`src/rtl/uart_loader_pkg.sv`:
```
// Shared types and constants for the UART frame loader.
package uart_loader_pkg;
    typedef enum logic [2:0] {IDLE, LEN0, LEN1, PAYLOAD, CHECK} state_t;

    localparam logic [7:0] SYNC_BYTE_DEF = 8'hA5;

    localparam logic [1:0] LANE0 = 2'd0;
    localparam logic [1:0] LANE1 = 2'd1;
    localparam logic [1:0] LANE2 = 2'd2;
    localparam logic [1:0] LANE3 = 2'd3;
endpackage

```
`src/rtl/uart_loader_word_asm.sv`:
```
// Little-endian payload word assembler with byte-lane counter and running XOR checksum.
module uart_loader_word_asm
    import uart_loader_pkg::*;
(
    input  logic        clk,
    input  logic        rst,
    input  logic        i_clr,
    input  logic        i_byte_vld,
    input  logic [7:0]  i_byte,
    output logic        o_word_valid,
    output logic [31:0] o_word,
    output logic [7:0]  o_chk_byte
);
    logic [1:0]  r_lane;
    logic [23:0] r_word;
    logic [7:0]  r_xor;

    always_ff @(posedge clk) begin
        if (rst || i_clr) begin
            r_lane <= LANE0;
            r_word <= '0;
            r_xor  <= '0;
        end else if (i_byte_vld) begin
            r_lane <= r_lane + 2'd1;
            r_word <= {i_byte, r_word[23:8]};
            r_xor  <= r_xor ^ i_byte;
        end
    end

    // After three shifts r_word holds bytes 0..2; the 4th byte completes the word combinationally.
    assign o_word_valid = i_byte_vld && (r_lane == LANE3);
    assign o_word       = {i_byte, r_word};
    assign o_chk_byte   = r_xor;
endmodule

```
`src/rtl/uart_rx_loader.sv`:
```
// UART frame loader: sync, 16-bit word count, LE payload words, XOR checksum -> memory writes.
// Optional inter-byte timeout when UART_RX_LOADER_TIMEOUT_EN is defined.
module uart_rx_loader
    import uart_loader_pkg::*;
#(
    parameter int          ADDR_W    = 10,
    parameter logic [7:0]  SYNC_BYTE = SYNC_BYTE_DEF
`ifdef UART_RX_LOADER_TIMEOUT_EN
    ,
    parameter int          TIMEOUT_CYC = 2_000_000
`endif
) (
    input  logic              clk_rx,
    input  logic              rst_clk_rx,
    input  logic [7:0]        rx_data,
    input  logic              rx_data_rdy,
    input  logic              lost_data,
    output logic              read_en,
    output logic              mem_we,
    output logic [ADDR_W-1:0] mem_addr,
    output logic [31:0]       mem_wdata,
    output logic              busy,
    output logic              done,
`ifdef UART_RX_LOADER_TIMEOUT_EN
    output logic              timeout,
`endif
    output logic              chk_err,
    output logic              ovr_err
);
    state_t r_state, w_state_nxt;

    logic              r_pop_blk, r_lost_q;
    logic [15:0]       r_cnt;
    logic [ADDR_W-1:0] r_addr, r_mem_addr;
    logic [31:0]       r_mem_wdata;
    logic              r_mem_we, r_done, r_chk_err, r_ovr_err;

    logic        w_busy, w_lost_rise, w_to, w_abort, w_accept, w_sync, w_pay_byte;
    logic        w_word_valid;
    logic [31:0] w_word;
    logic [7:0]  w_chk_byte;

    assign w_busy      = (r_state != IDLE);
    assign w_lost_rise = lost_data && !r_lost_q;
    assign w_abort     = w_busy && (w_lost_rise || w_to);
    // pop_blk leaves one cycle for the FIFO head to update after each pop
    assign w_accept    = rx_data_rdy && !r_pop_blk && !w_abort && !rst_clk_rx;
    assign w_sync      = w_accept && (r_state == IDLE) && (rx_data == SYNC_BYTE);
    assign w_pay_byte  = w_accept && (r_state == PAYLOAD);

    uart_loader_word_asm u_asm (
        .clk          (clk_rx),
        .rst          (rst_clk_rx),
        .i_clr        (w_sync || w_abort),
        .i_byte_vld   (w_pay_byte),
        .i_byte       (rx_data),
        .o_word_valid (w_word_valid),
        .o_word       (w_word),
        .o_chk_byte   (w_chk_byte)
    );

    always_ff @(posedge clk_rx) begin
        if (rst_clk_rx) r_state <= IDLE;
        else            r_state <= w_state_nxt;
    end

    always_comb begin
        w_state_nxt = r_state;
        if (w_abort) begin
            w_state_nxt = IDLE;
        end else if (w_accept) begin
            case (r_state)
                IDLE:    if (rx_data == SYNC_BYTE) w_state_nxt = LEN0;
                LEN0:    w_state_nxt = LEN1;
                LEN1:    w_state_nxt = ({rx_data, r_cnt[7:0]} == 16'd0) ? CHECK : PAYLOAD;
                PAYLOAD: if (w_word_valid && r_cnt == 16'd1) w_state_nxt = CHECK;
                CHECK:   w_state_nxt = IDLE;
                default: w_state_nxt = IDLE;
            endcase
        end
    end

    always_ff @(posedge clk_rx) begin
        if (rst_clk_rx) begin
            r_pop_blk   <= 1'b0;
            r_lost_q    <= 1'b0;
            r_cnt       <= '0;
            r_addr      <= '0;
            r_mem_addr  <= '0;
            r_mem_wdata <= '0;
            r_mem_we    <= 1'b0;
            r_done      <= 1'b0;
            r_chk_err   <= 1'b0;
            r_ovr_err   <= 1'b0;
        end else begin
            r_pop_blk <= w_accept;
            r_lost_q  <= lost_data;
            r_mem_we  <= w_word_valid;
            r_done    <= w_accept && (r_state == CHECK) && (rx_data == w_chk_byte);
            if (w_busy && w_lost_rise) r_ovr_err <= 1'b1;
            if (w_sync) begin
                r_chk_err <= 1'b0;
                r_addr    <= '0;
            end
            if (w_accept && (r_state == CHECK) && (rx_data != w_chk_byte)) r_chk_err <= 1'b1;
            if (w_accept && (r_state == LEN0)) r_cnt[7:0]  <= rx_data;
            if (w_accept && (r_state == LEN1)) r_cnt[15:8] <= rx_data;
            if (w_word_valid) begin
                r_mem_addr  <= r_addr;
                r_mem_wdata <= w_word;
                r_addr      <= r_addr + 1'b1;
                r_cnt       <= r_cnt - 16'd1;
            end
        end
    end

`ifdef UART_RX_LOADER_TIMEOUT_EN
    localparam int TO_W = $clog2(TIMEOUT_CYC + 1);
    logic [TO_W-1:0] r_to_cnt;
    logic            r_timeout;

    always_ff @(posedge clk_rx) begin
        if (rst_clk_rx || !w_busy || w_accept) r_to_cnt <= '0;
        else                                   r_to_cnt <= r_to_cnt + 1'b1;
        if (rst_clk_rx) r_timeout <= 1'b0;
        else            r_timeout <= w_to;
    end

    assign w_to    = w_busy && (r_to_cnt == TO_W'(TIMEOUT_CYC - 1));
    assign timeout = r_timeout;
`else
    assign w_to = 1'b0;
`endif

    assign read_en   = w_accept;
    assign mem_we    = r_mem_we;
    assign mem_addr  = r_mem_addr;
    assign mem_wdata = r_mem_wdata;
    assign busy      = w_busy;
    assign done      = r_done;
    assign chk_err   = r_chk_err;
    assign ovr_err   = r_ovr_err;
endmodule

```
`config.mk`:
```
export PLATFORM = sky130hd
export DESIGN_NAME = uart_rx_loader
export DESIGN_NICKNAME = d
export VERILOG_FILES = /design/src/rtl/uart_loader_pkg.sv /design/src/rtl/uart_loader_word_asm.sv /design/src/rtl/uart_rx_loader.sv
export SDC_FILE = /design/constraint.sdc
export NUM_CORES = 1
export LEC_CHECK = 0
export CAP_MARGIN = 10
export CORE_MARGIN = 4
export CORE_UTILIZATION = 55
export DETAILED_ROUTE_END_ITERATION = 8
export GPL_TIMING_DRIVEN = 0
export HOLD_SLACK_MARGIN = 0.02
export PLACE_DENSITY = 0.89
export RECOVER_POWER = 100
export SKIP_CTS_REPAIR_TIMING = 1
export SLEW_MARGIN = 40
export SYNTH_ARGS = -nofsm -noshare
export SYNTH_HDL_FRONTEND = slang
export SYNTH_SLANG_ARGS = --single-unit
```
`constraint.sdc`:
```
create_clock -name clk_rx -period 2.6 [get_ports clk_rx]
set_input_delay 0.52 -clock clk_rx [delete_from_list [all_inputs] [get_ports clk_rx]]
set_output_delay 0.52 -clock clk_rx [all_outputs]
set_load 0.02 [all_outputs]
```
After elaboration in Yosys (flattened, before gate mapping)
Cells that the tools add are included.
{"block": "classes", "n_lt_le_gt_ge": 0, "n_mul": 0, "shift": 0, "addsub": 3, "div_mod_pow": 0, "muxes": 11, "n_eq_ne": 11, "reduce_logical": 30, "bitwise_logic": 1}
{"operator": "10-bit 2-to-1 mux", "count": 2}
{"operator": "16-bit by 1-bit equality test with 1-bit output, second input constant", "count": 1}
{"operator": "16-bit logical NOT", "count": 1}
{"operator": "16-bit 2-to-1 mux", "count": 1}
{"operator": "8-bit 2-to-1 mux", "count": 2}
{"operator": "16-bit by 1-bit subtractor with 16-bit output, second input constant", "count": 1}
{"operator": "1-bit logical AND", "count": 15}
{"operator": "3-bit case mux with 4 select lines", "count": 1}
{"operator": "10-bit by 1-bit adder with 10-bit output, second input constant", "count": 1}
{"operator": "3-bit 2-to-1 mux", "count": 3}
{"operator": "8-bit equality test", "count": 1}
{"operator": "8-bit equality test, second input constant", "count": 1}
{"operator": "8-bit != test", "count": 1}
{"operator": "2-bit nonzero test", "count": 4}
{"operator": "8-bit XOR", "count": 1}
{"operator": "3-bit by 2-bit equality test with 1-bit output, second input constant", "count": 2}
{"operator": "1-bit logical NOT", "count": 4}
{"operator": "2-bit by 1-bit != test with 1-bit output, second input constant", "count": 2}
{"operator": "3-bit by 1-bit equality test with 1-bit output, second input constant", "count": 1}
{"operator": "3-bit equality test, second input constant", "count": 1}
{"operator": "3-bit logical NOT", "count": 1}
{"operator": "3-bit AND reduction", "count": 1}
{"operator": "3-bit nonzero test", "count": 1}
{"operator": "2-bit by 1-bit adder with 2-bit output, second input constant", "count": 1}
{"operator": "4 further kinds", "count": 6}
{"block": "word_totals", "mem_bits_ro": 0, "register_bits": 111, "ramBits": 0, "wordCells": 71, "memories": 0, "latch_bits": 0}

Depth between registers and ports, before layout
Gate-level depths: netlist (run 1).
{"block": "depth", "word_depth": 11, "mapped_depth": 8}

Modules after synthesis
Synthesis (run 1) repeated with hierarchy kept, for this count alone.
{"block": "unflattened", "hier_cells": 503, "hier_area_um2": 4832.1}
{"mod": "uart_rx_loader", "area_per_inst_um2": 3424.5, "cells_each": 373, "instances": 1, "seq_area_each_um2": 1541.5}
{"mod": "uart_loader_word_asm", "area_per_inst_um2": 1407.6, "cells_each": 130, "instances": 1, "seq_area_each_um2": 680.7}

Worst setup path after synthesis (run 1)
Ideal clock, no wire load.
{"block": "synth_path", "kind": "input -> register", "startpoint": "input port rx_data[1]", "endpoint": "register u_asm.r_word[12]", "setup_slack_ns": 0.675, "arrival_ns": 1.806, "setup_ns": 0.120, "stages": 6, "path_cell_list": "or4_4 > nor4_4 > nand2b_1 > buf_2 > buf_2 > a21oi_1"}
{"block": "synth_via", "elab_chain_cells": 4}
{"element": "from (decl)", "line": "uart_rx_loader.sv:15", "text": "input logic [7:0] rx_data,"}
{"element": "8-bit equality test", "line": "uart_rx_loader.sv:48", "text": "assign w_sync = w_accept && (r_state == IDLE) && (rx_data == SYNC_BYTE);"}
{"element": "1-bit logical AND", "line": "uart_rx_loader.sv:48"}
{"element": "1-bit logical OR", "line": "uart_rx_loader.sv:54", "text": ".i_clr (w_sync || w_abort),"}
{"element": "1-bit logical OR", "line": "uart_loader_word_asm.sv:19", "text": "if (rst || i_clr) begin"}
{"element": "to (signal assigned)", "line": "uart_loader_word_asm.sv:25", "text": "r_word <= {i_byte, r_word[23:8]};"}
{"element": "to (decl)", "line": "uart_loader_word_asm.sv:15", "text": "logic [23:0] r_word;"}
Every way passes these cells.
A chain may end at the register's enable or synchronous reset.

Worst setup path after layout (run 1)
{"block": "layout_path", "startpoint": "input port rx_data[3]", "endpoint": "register u_asm.r_word[22]"}
The elaborated chain is that of the path after synthesis.

==> results by group, run 1 <==
Power
  – Peak VDD IR: 0.379 mV
  – LEAKAGE: 2.13 nW
  – Pint: 2.21 mW
  – Sequential power share: 57.9%
  – Clk pwr share: 37.9%
  – Combinational fraction of design power: 4.2%
  – Post-layout power: 2.94 mW
  – NetSw: 0.728 mW
  – Sw Share: 24.7%
  – Cell Pwr Density: 525 nW/um^2

Drt
  – Drt drc: 0
  – Via count: 4,428
  – Detailed Route Iter0 Violations: 332
  – Mean routed wirelength per cell: 16.5 um
  – Drt pass-1 iters: 7
  – ANT nets after route: 0
  – DR vias/cell: 5.84
  – Drt total wl: 12.5 mm

Synth
  – Ys Warns: 0
  – Cells after Synth: 580
  – Sequential share of the synthesized area: 47.4%
  – Avg Inst Size Synth: 8.09 sq um
  – Async SR Flop Fraction: 0%
  – Synth area leaders: dfxtp_1 47%, nand2_1 13%, a21oi_1 9.2%, nor2_1 2.7%, xnor2_1 2.1%
  – Area leader, netlist: dfxtp_1
  – Number of enable flip-flop cells after synthesis: 0
  – Post-Syn Nets: 596
  – Synth unique cells: 54
  – Ys flop type: dfxtp_1
  – Share of the synthesized area in the top cell type: 47.4%
  – #FFs+latches synth: 111
  – Post-Syn Area: 4690 sq um

Finish
  – Sequential cell area: 2220 sq um
  – Fillers: 671
  – Post-layout nets: 664
  – Share of layout cells above drive strength 1: 7.35%
  – Core Util, Final: 67.8%
  – Final Non-Filler Cells: 758
  – Multi-input gate area: 2260 sq um
  – Layout area overhead: 19.4%
  – Antenna diodes: 0
  – Commonest non-fill, non-tap cell in the layout: nand2_1
  – Most frequent cells in the layout: 157 x nand2_1, 111 x dfxtp_1, 86 x a21oi_1

STA
  – Worst-Margin Slew: 0.842 ns
  – Clock skew: 0.0177 ns
  – Minimum clock period: 2.53 ns
  – Max Clk Rate: 395 MHz
  – Final Hold Viols: 0
  – Fin Setup TNS: 0 ns
  – Final Setup Violations: 0
  – Max-slew headroom: 43.7%
  – Tcrit/Tclk final: 97.4%
  – RSZ-0062 raised after global routing: no
  – Fin. max-slew vios: 0
  – Hold slack final: 0.451 ns

Global route
  – Pin count of the biggest net entering global routing: 22
  – GRT Util Overall: 25.3%
  – Initial antenna violation count: 0
  – GRT overflow: 0
  – Vias in the first global route: 4,306
  – Global-route wire length before repair: 20.6 mm

Placement
  – Dpl hpwl: 8.87 mm
  – GPL Wtd Cong: 0.907
  – Placed Cells: 742
  – Port buffer count: 57

Clock tree
  – Clock slew at reported path FFs: 0.11 ns
  – H-tree depth: 3
  – Worst skew pair latency: 0.38 ns
  – CTS tree: yes
  – Clock Path Buffers: 2
  – Sink Count: 111
  – Clock Tree Root: clkbuf_8
  – TritonCTS Buffers: 9

Critical path
  – R2r setup slk: 0.28 ns
  – Worst r2r src: r_state[1]
  – CP endpoint kind: flop
  – Worst EP required: 2.86 ns
  – R2R depth: 7
  – Slowest-stage cell, CP: or4_4
  – CP max FO: 10
  – CP Data Arrival Time: 2.80 ns
  – CP Cell Sequence: clkdlybuf4s50_1 > or4_4 > nor4_4 > nand2b_1 > buf_2 > clkbuf_2 > a21oi_1
  – Critical path type: in -> reg
  – Slowest stage delay, CP: 0.65 ns
  – Reg2reg end: r_cnt[5]
  – CP Launch Type: input pin

Die
  – Initial core utilization: 56.8%
  – Die area: 10,100 sq um
  – Die span in y: 100 um
  – Core area: 8260 sq um
  – Die width: 100 um
  – Row count: 33
  – I/O pin total: 60

Min path
  – Hold Crit Start: mem_wdata[2]
  – Min-Delay Path Depth: 2
  – Hold path endpoint: mem_wdata[2]
  – Hold crit path type: reg -> reg

Job
  – # Max-Cap Violations: 0

Status
  – Status: completed
[worst max path at each step]
stage | start | to | slack (ns) | cells past startpoint
2_1_floorplan | rx_data[1] | u_asm.r_word[12] | 0.67 | 6
3_3_place_gp | rst_clk_rx | read_en | -0.38 | 5
3_5_place_dp | rst_clk_rx | read_en | -0.35 | 5
4_1_cts | rst_clk_rx | read_en | -0.36 | 5
5_1_grt | rx_data[3] | u_asm.r_lane[0] | 0.01 | 7
6_report | rx_data[3] | u_asm.r_word[22] | 0.07 | 7
[flip-flops by register name, indices dropped and copies added (netlist names)]
signal / flops
ovr_err: 1
r_lost_q: 1
done: 1
r_cnt: 16
r_state: 3
chk_err: 1
r_pop_blk: 1
mem_addr: 10
u_asm.r_lane: 2
mem_wdata: 32
u_asm.r_word: 24
u_asm.o_chk_byte: 8
mem_we: 1
r_addr: 10
[Yosys cell counts, drive strengths merged, types with 2 or more instances]
cell and number:
a211oi 4, a21oi 86, a221oi 3, a31oi 5, a32oi 6, and3 4, buf 17, clkbuf 17
clkinv 2, dfxtp 111, ha 4, inv 9, nand2 159, nand2b 4, nand3 12, nand3b 8
nand4 7, nor2 35, nor2b 2, nor3 11, nor3b 2, nor4 9, o211ai 5, o21ai 16
o31ai 3, or3 3, or3b 2, or4 3, xnor2 11, xor2 8
[routing by layer]
| metal | up-vias | GRT usage [%] | wire (um) |
|---|---|---|---|
| met4 | 0 | 10.4 | 358 |
| met1 | 2043 | 31.5 | 5080 |
| li1 | 2141 | - | - |
| met5 | - | 0 | 0 |
| met3 | 42 | 5.07 | 909 |
| met2 | 202 | 42.8 | 6150 |
[metrics by stage]
stage                     worst slack [ns]  area, sq um
after CTS                           -0.363         5620
after global routing               0.00956         5600
final                               0.0665         5600
after detailed placement            -0.351         5400
after floorplan                      0.675         4690
after global placement              -0.378         5390
[layout make-up]
class	count	area share, %
tap	105	2.35
clock buffer	9	2.21
multi-input combinational	424	40.4
inverter	11	0.737
buffer	34	2.79
sequential	111	39.7
clock inverter	7	1.70
timing repair buffer	57	10.1
[cell families (layout without fill, tap and decap cells)]
group | Yosys count | in the layout | share of synthesized area, %
compound gates | 136 | 136 | 16.7
buf+inv | 45 | 118 | 4.35
flops | 111 | 111 | 47.4
simple gates | 265 | 265 | 27.0
xor+xnor | 19 | 19 | 3.55
fa+ha+maj | 4 | 4 | 1.07
[power by group through the flow]
stage          Clock, mW  Sequential, mW  Combinational [mW]
2_1_floorplan          0            1.74              0.0671
3_3_place_gp           0            1.74               0.121
3_5_place_dp           0            1.74               0.124
4_1_cts             1.12            1.70               0.124
5_1_grt             1.19            1.71               0.131
6_report            1.11            1.70               0.124
[worst max-delay path: cells and delay by family]
family	cells	cell delay, ns
and+or+nand+nor	3	1.14
buffers and inverters	3	1.06
AOI/OAI and AO/OA	1	0.08
No activity file was read; power rests on OpenSTA's default activity.
==> inputs of run 2 (changes only) <==
==> constraint.sdc (replaced) <==
create_clock -name clk_rx -period 2.6 [get_ports clk_rx]
set_input_delay 0.65 -clock clk_rx [delete_from_list [all_inputs] [get_ports clk_rx]]
set_output_delay 0.65 -clock clk_rx [all_outputs]
set_load 0.02 [all_outputs]
==> run 2 against run 1 <==
Net effect: die area stayed put; global-route usage stayed put; non-clock buffer count is 3 higher; via count hardly changed; wire length is 0.19% higher; highest routed layer unchanged.
==> results by group, run 2 (synthesis gave the netlist of run 1 again) <==
Status
  – Status: completed

Placement
  – Port buffer count: 57 (unchanged)
  – Pre-CTS setup slack: -0.611 ns (-0.260 ns)
  – Dpl hpwl: 8.87 mm (unchanged)
  – GPL Wtd Cong: 0.907 (unchanged)

Clock tree
  – TritonCTS Buffers: 9 (unchanged)
  – Clock slew at reported path FFs: 0.11 ns (about the same)
  – CTS tree: yes
  – Clock Tree Root: clkbuf_8
  – Clock Path Buffers: 2 (unchanged)
  – Sink Count: 111 (unchanged)
  – Worst skew pair latency: 0.38 ns (about the same)
  – H-tree depth: 3 (unchanged)

Global route
  – GRT overflow: 0 (unchanged)
  – Initial antenna violation count: 0 (unchanged)
  – GRT Util Overall: 25.3% (unchanged)
  – Vias in the first global route: 4,306 (unchanged)
  – Global-route wire length before repair: 20.6 mm (unchanged)
  – Pin count of the biggest net entering global routing: 22 (unchanged)

Job
  – # Max-Cap Violations: 0 (unchanged)

Die
  – I/O pin total: 60 (unchanged)
  – Die span in y: 100 um (unchanged)
  – Die width: 100 um (unchanged)
  – Core area: 8260 sq um (unchanged)
  – Row count: 33 (unchanged)
  – Initial core utilization: 56.8% (unchanged)
  – Die area: 10,100 sq um (unchanged)

Finish
  – Commonest non-fill, non-tap cell in the layout: nand2_1
  – Core Util, Final: 68.5% (+0.64 points)
  – Post-layout nets: 667 (+0.45%)
  – Antenna diodes: 0 (unchanged)
  – Largest register FFs: 32 (unchanged)
  – Most frequent cells in the layout: 157 x nand2_1, 111 x dfxtp_1, 86 x a21oi_1
  – Layout area overhead: 20.5%
  – Share of layout cells above drive strength 1: 8.54% (+1.2 points)

Drt
  – DR vias/cell: 5.82 (-0.33%)
  – Drt pass-1 iters: 5 (-2)
  – ANT nets after route: 0 (unchanged)
  – Via count: 4,431 (+0.068%)
  – Drt total wl: 12.5 mm (+0.19%)
  – Mean routed wirelength per cell: 16.4 um (-0.20%)
  – Detailed Route Iter0 Violations: 364 (+9.6%)
  – Drt drc: 0 (unchanged)

Critical path
  – Worst EP required: 1.95 ns (-0.91 ns)
  – Crit path from: rx_data_rdy
  – CP max FO: 9 (-1)
  – CP Launch Type: input pin
  – Critical path type: in -> out
  – Worst r2r src: u_asm.r_lane[0]
  – CP Data Arrival Time: 1.88 ns (-0.92 ns)
  – CP endpoint kind: output port

STA
  – Fin. max-slew vios: 0 (unchanged)
  – Worst-Margin Slew: 0.642 ns (-0.200 ns)
  – Clock skew: 0.0181 ns (+0.000370 ns)
  – Max Clk Rate: 396 MHz (+0.29%)
  – Final WS setup: 0.0738 ns (+0.00729 ns)
  – Max-slew headroom: 57.2% (+14 points)
  – Tcrit/Tclk final: 97.2% (-0.28 points)
  – Minimum clock period: 2.53 ns (-0.00729 ns)
  – Final Setup Violations: 0 (unchanged)
  – Final Hold Viols: 0 (unchanged)

Power
  – Peak VDD IR: 0.382 mV (+0.86%)
  – Post-layout power: 2.95 mW (about the same)
  – LEAKAGE: 2.01 nW (-5.7%)
  – Cell Pwr Density: 521 nW/um^2 (-0.84%)

Min path
  – Hold Crit Start: mem_wdata[2]
  – Hold crit path type: reg -> reg
-- run 2: cell type report --
| cell class | instances | area (sq um) |
|---|---|---|
| repair buffers | 60 | 592 |
| multi-input cells | 424 | 2290 |
| well taps | 105 | 131 |
| plain buffers | 34 | 163 |
| clock buffers | 9 | 124 |
| clock inverters | 7 | 95.1 |
| inverters | 11 | 41.3 |
| flip-flops and latches | 111 | 2220 |
| fillers | 661 | 2600 |
-- run 2: final timing paths --
check	to	slack, ns	depth (start not counted)
worst max-delay path	read_en	0.07	5
worst min-delay path	mem_wdata[2]	0.46	2
worst max register to register	r_addr[3]	0.38	7
worst min register to register	mem_wdata[2]	0.46	2
-- run 2: where the power goes --
group / leakage [nW] / switching (mW) / total (mW) / internal (mW)
combinational: 1.01 / 0.0891 / 0.128 / 0.0391
clock: 0.111 / 0.637 / 1.11 / 0.476
sequential: 0.894 / 0.00189 / 1.70 / 1.70
-- run 2: per-layer routing --
layer  vias up  GRT usage, %  wire, um
li1       2139             -         -
met1      2055          31.5      5160
met2       200          42.8      6220
met3        37          5.07       805
met4         0          10.4       339
met5         -             0         0
-- run 2: critical path, stage by stage --
cell and delay (ns):
clkdlybuf4s50_1 0.49, nor3b_2 0.26, o21ai_2 0.14, inv_2 0.16, buf_4 0.17
-- run 2: stage by stage --
step                 TNS, ns  instances  hold WS (ns)  cell area (sq um)
detailed placement    -19.62        742         0.444               5400
finish                     0        761         0.456               5650
floorplan                  0        580         0.436               4690
global route        -0.00326        761         0.481               5650
global placement      -17.93        742         0.438               5390
CTS                   -0.761        758         0.460               5620
==> inputs of run 3 (changes only) <==
CORE_UTILIZATION = 59   (was 55)
PLACE_DENSITY = 0.94   (was 0.89)
SLEW_MARGIN = 20   (was 40)
clock period = 3.1 ns   (was 2.6 ns; I/O delays follow)
==> run 3 against run 2 <==
Net effect: register-to-register slack improved by 0.26 ns; clock power fell by 19%; critical path depth did not move; clock skew is 0.0064 ns lower; sequential power down 16%; via count rose by 1.6%; flip-flop and latch count unchanged; largest power group unchanged.
==> results by group, run 3 (synthesis gave the netlist of run 1 again) <==
Status
  – Status: completed

Drt
  – ANT nets after route: 0 (unchanged)
  – Via count: 4,504 (+1.6%)
  – DR vias/cell: 5.97 (+2.5%)
  – Drt total wl: 12.8 mm (+2.3%)
  – Drt pass-1 iters: 5 (unchanged)
  – Drt drc: 0 (unchanged)
  – Detailed Route Iter0 Violations: 356 (-2.2%)
  – Mean routed wirelength per cell: 17.0 um (+3.1%)

Finish
  – Share of layout cells above drive strength 1: 5.97% (-2.6 points)
  – Fin area: 5560 sq um (-1.7%)
  – Post-layout nets: 664 (-0.45%)
  – Most frequent cells in the layout: 159 x nand2_1, 111 x dfxtp_1, 86 x a21oi_1
  – Antenna diodes: 0 (unchanged)
  – Layout area overhead: 18.4%
  – Commonest non-fill, non-tap cell in the layout: nand2_1
  – Largest register FFs: 32 (unchanged)
  – Fillers: 613 (-7.3%)

Placement
  – Dpl hpwl: 9.23 mm (+4.1%)
  – GPL Wtd Cong: 0.930 (+2.6%)
  – Port buffer count: 57 (unchanged)
  – Dpl cell area: 5390 sq um (-0.19%)

STA
  – Max-slew headroom: 28.3% (-29 points)
  – Clock skew: 0.0117 ns (-0.00636 ns)
  – Minimum clock period: 3.03 ns
  – Fin Setup TNS: 0 ns (unchanged)
  – Tcrit/Tclk final: 97.6%
  – Worst-Margin Slew: 1.07 ns (+0.424 ns)
  – Final Setup Violations: 0 (unchanged)
  – Fin. max-slew vios: 0 (unchanged)
  – Max Clk Rate: 330 MHz
  – RSZ-0062 raised after global routing: no
  – Final Hold Viols: 0 (unchanged)

Job
  – # Max-Cap Violations: 0 (unchanged)

Clock tree
  – H-tree depth: 3 (unchanged)
  – Worst skew pair latency: 0.39 ns (about the same)
  – Clock Tree Root: clkbuf_8
  – Clock Path Buffers: 2 (unchanged)
  – Sink Count: 111 (unchanged)
  – TritonCTS Buffers: 9 (unchanged)
  – CTS tree: yes
  – Clock slew at reported path FFs: 0.11 ns (about the same)

Power
  – Sequential power share: 58.9% (+1.0 points)
  – Sw Share: 26.5% (+1.8 points)
  – Cell Pwr Density: 437 nW/um^2 (-16%)
  – Combinational fraction of design power: 4.2% (-0.2 points)
  – NetSw: 0.642 mW (-12%)
  – Peak VDD IR: 0.350 mV (-8.6%)
  – Pint: 1.78 mW (-20%)
  – Clk pwr share: 36.9% (-0.9 points)
  – LEAKAGE: 2.10 nW (+4.5%)

Die
  – Die width: 97.2 um (-3.2%)
  – I/O pin total: 60 (unchanged)
  – Die area: 9440 sq um (-6.2%)
  – Row count: 32 (-3.0%)
  – Core area: 7730 sq um (-6.4%)
  – Initial core utilization: 60.7% (+3.9 points)
  – Die span in y: 97.2 um (-3.2%)

Global route
  – Pin count of the biggest net entering global routing: 23 (+4.5%)
  – Initial antenna violation count: 0 (unchanged)
  – Vias in the first global route: 4,368 (+1.4%)
  – GRT overflow: 0 (unchanged)
  – GRT Util Overall: 26.6% (+1.3 points)
  – Global-route wire length before repair: 20.8 mm (+1.0%)

Critical path
  – Critical path type: in -> out
  – Worst EP required: 2.32 ns (+0.37 ns)
  – CP endpoint kind: output port
  – CP Launch Type: input pin
  – CP max FO: 9 (unchanged)
  – CP Data Arrival Time: 2.25 ns (+0.37 ns)

Min path
  – Hold crit path type: reg -> reg
## run 3: power groups by stage
stage | Clock [mW] | Sequential (mW) | Combinational (mW)
2_1_floorplan | 0 | 1.46 | 0.0563
3_5_place_dp | 0 | 1.46 | 0.104
6_report | 0.896 | 1.43 | 0.102
5_1_grt | 0.949 | 1.43 | 0.108
3_3_place_gp | 0 | 1.46 | 0.102
4_1_cts | 0.896 | 1.43 | 0.104
## run 3: worst max-delay path, stage by stage
cell	delay, ns
clkdlybuf4s50_1	0.49
nor3b_2	0.29
o21ai_1	0.21
inv_2	0.22
dlymetal6s2s_1	0.26
## run 3: per-layer routing
metal	GRT usage (%)	vias up	wire length, um
met5	0	-	0
met4	11.9	0	394
met3	4.88	45	1050
met2	44.7	222	6170
met1	33.2	2108	5190
li1	-	2129	-
## run 3: path summary, 6_finish.rpt
path,to,slack (ns),cells past startpoint,startpoint
max,read_en,0.07,5,rst_clk_rx
min,mem_addr[3],0.45,2,mem_addr[3]
max reg2reg,mem_wdata[27],0.64,7,r_state[0]
min reg2reg,mem_addr[3],0.45,2,mem_addr[3]
## run 3: area by class of cell
type / instances / area (sq um) / area share, %
flip-flops and latches: 111 / 2220 / 40.0
well taps: 102 / 128 / 2.30
plain buffers: 34 / 148 / 2.66
inverters: 11 / 41.3 / 0.743
multi-input cells: 424 / 2230 / 40.2
repair buffers: 57 / 573 / 10.3
clock inverters: 7 / 87.6 / 1.58
clock buffers: 9 / 124 / 2.23
## run 3: metrics by stage
step / power, mW / hold WS, ns / instances / utilization [%] / worst slack, ns
after global placement: 1.56 / 0.440 / 739 / 69.7 / -0.434
after global routing: 2.49 / 0.469 / 755 / 71.9 / 0.0212
after floorplan: 1.52 / 0.436 / 580 / - / 0.874
after detailed placement: 1.57 / 0.444 / 739 / 69.7 / -0.445
final: 2.43 / 0.454 / 755 / 71.9 / 0.0733
after CTS: 2.43 / 0.461 / 755 / 72.5 / -0.451
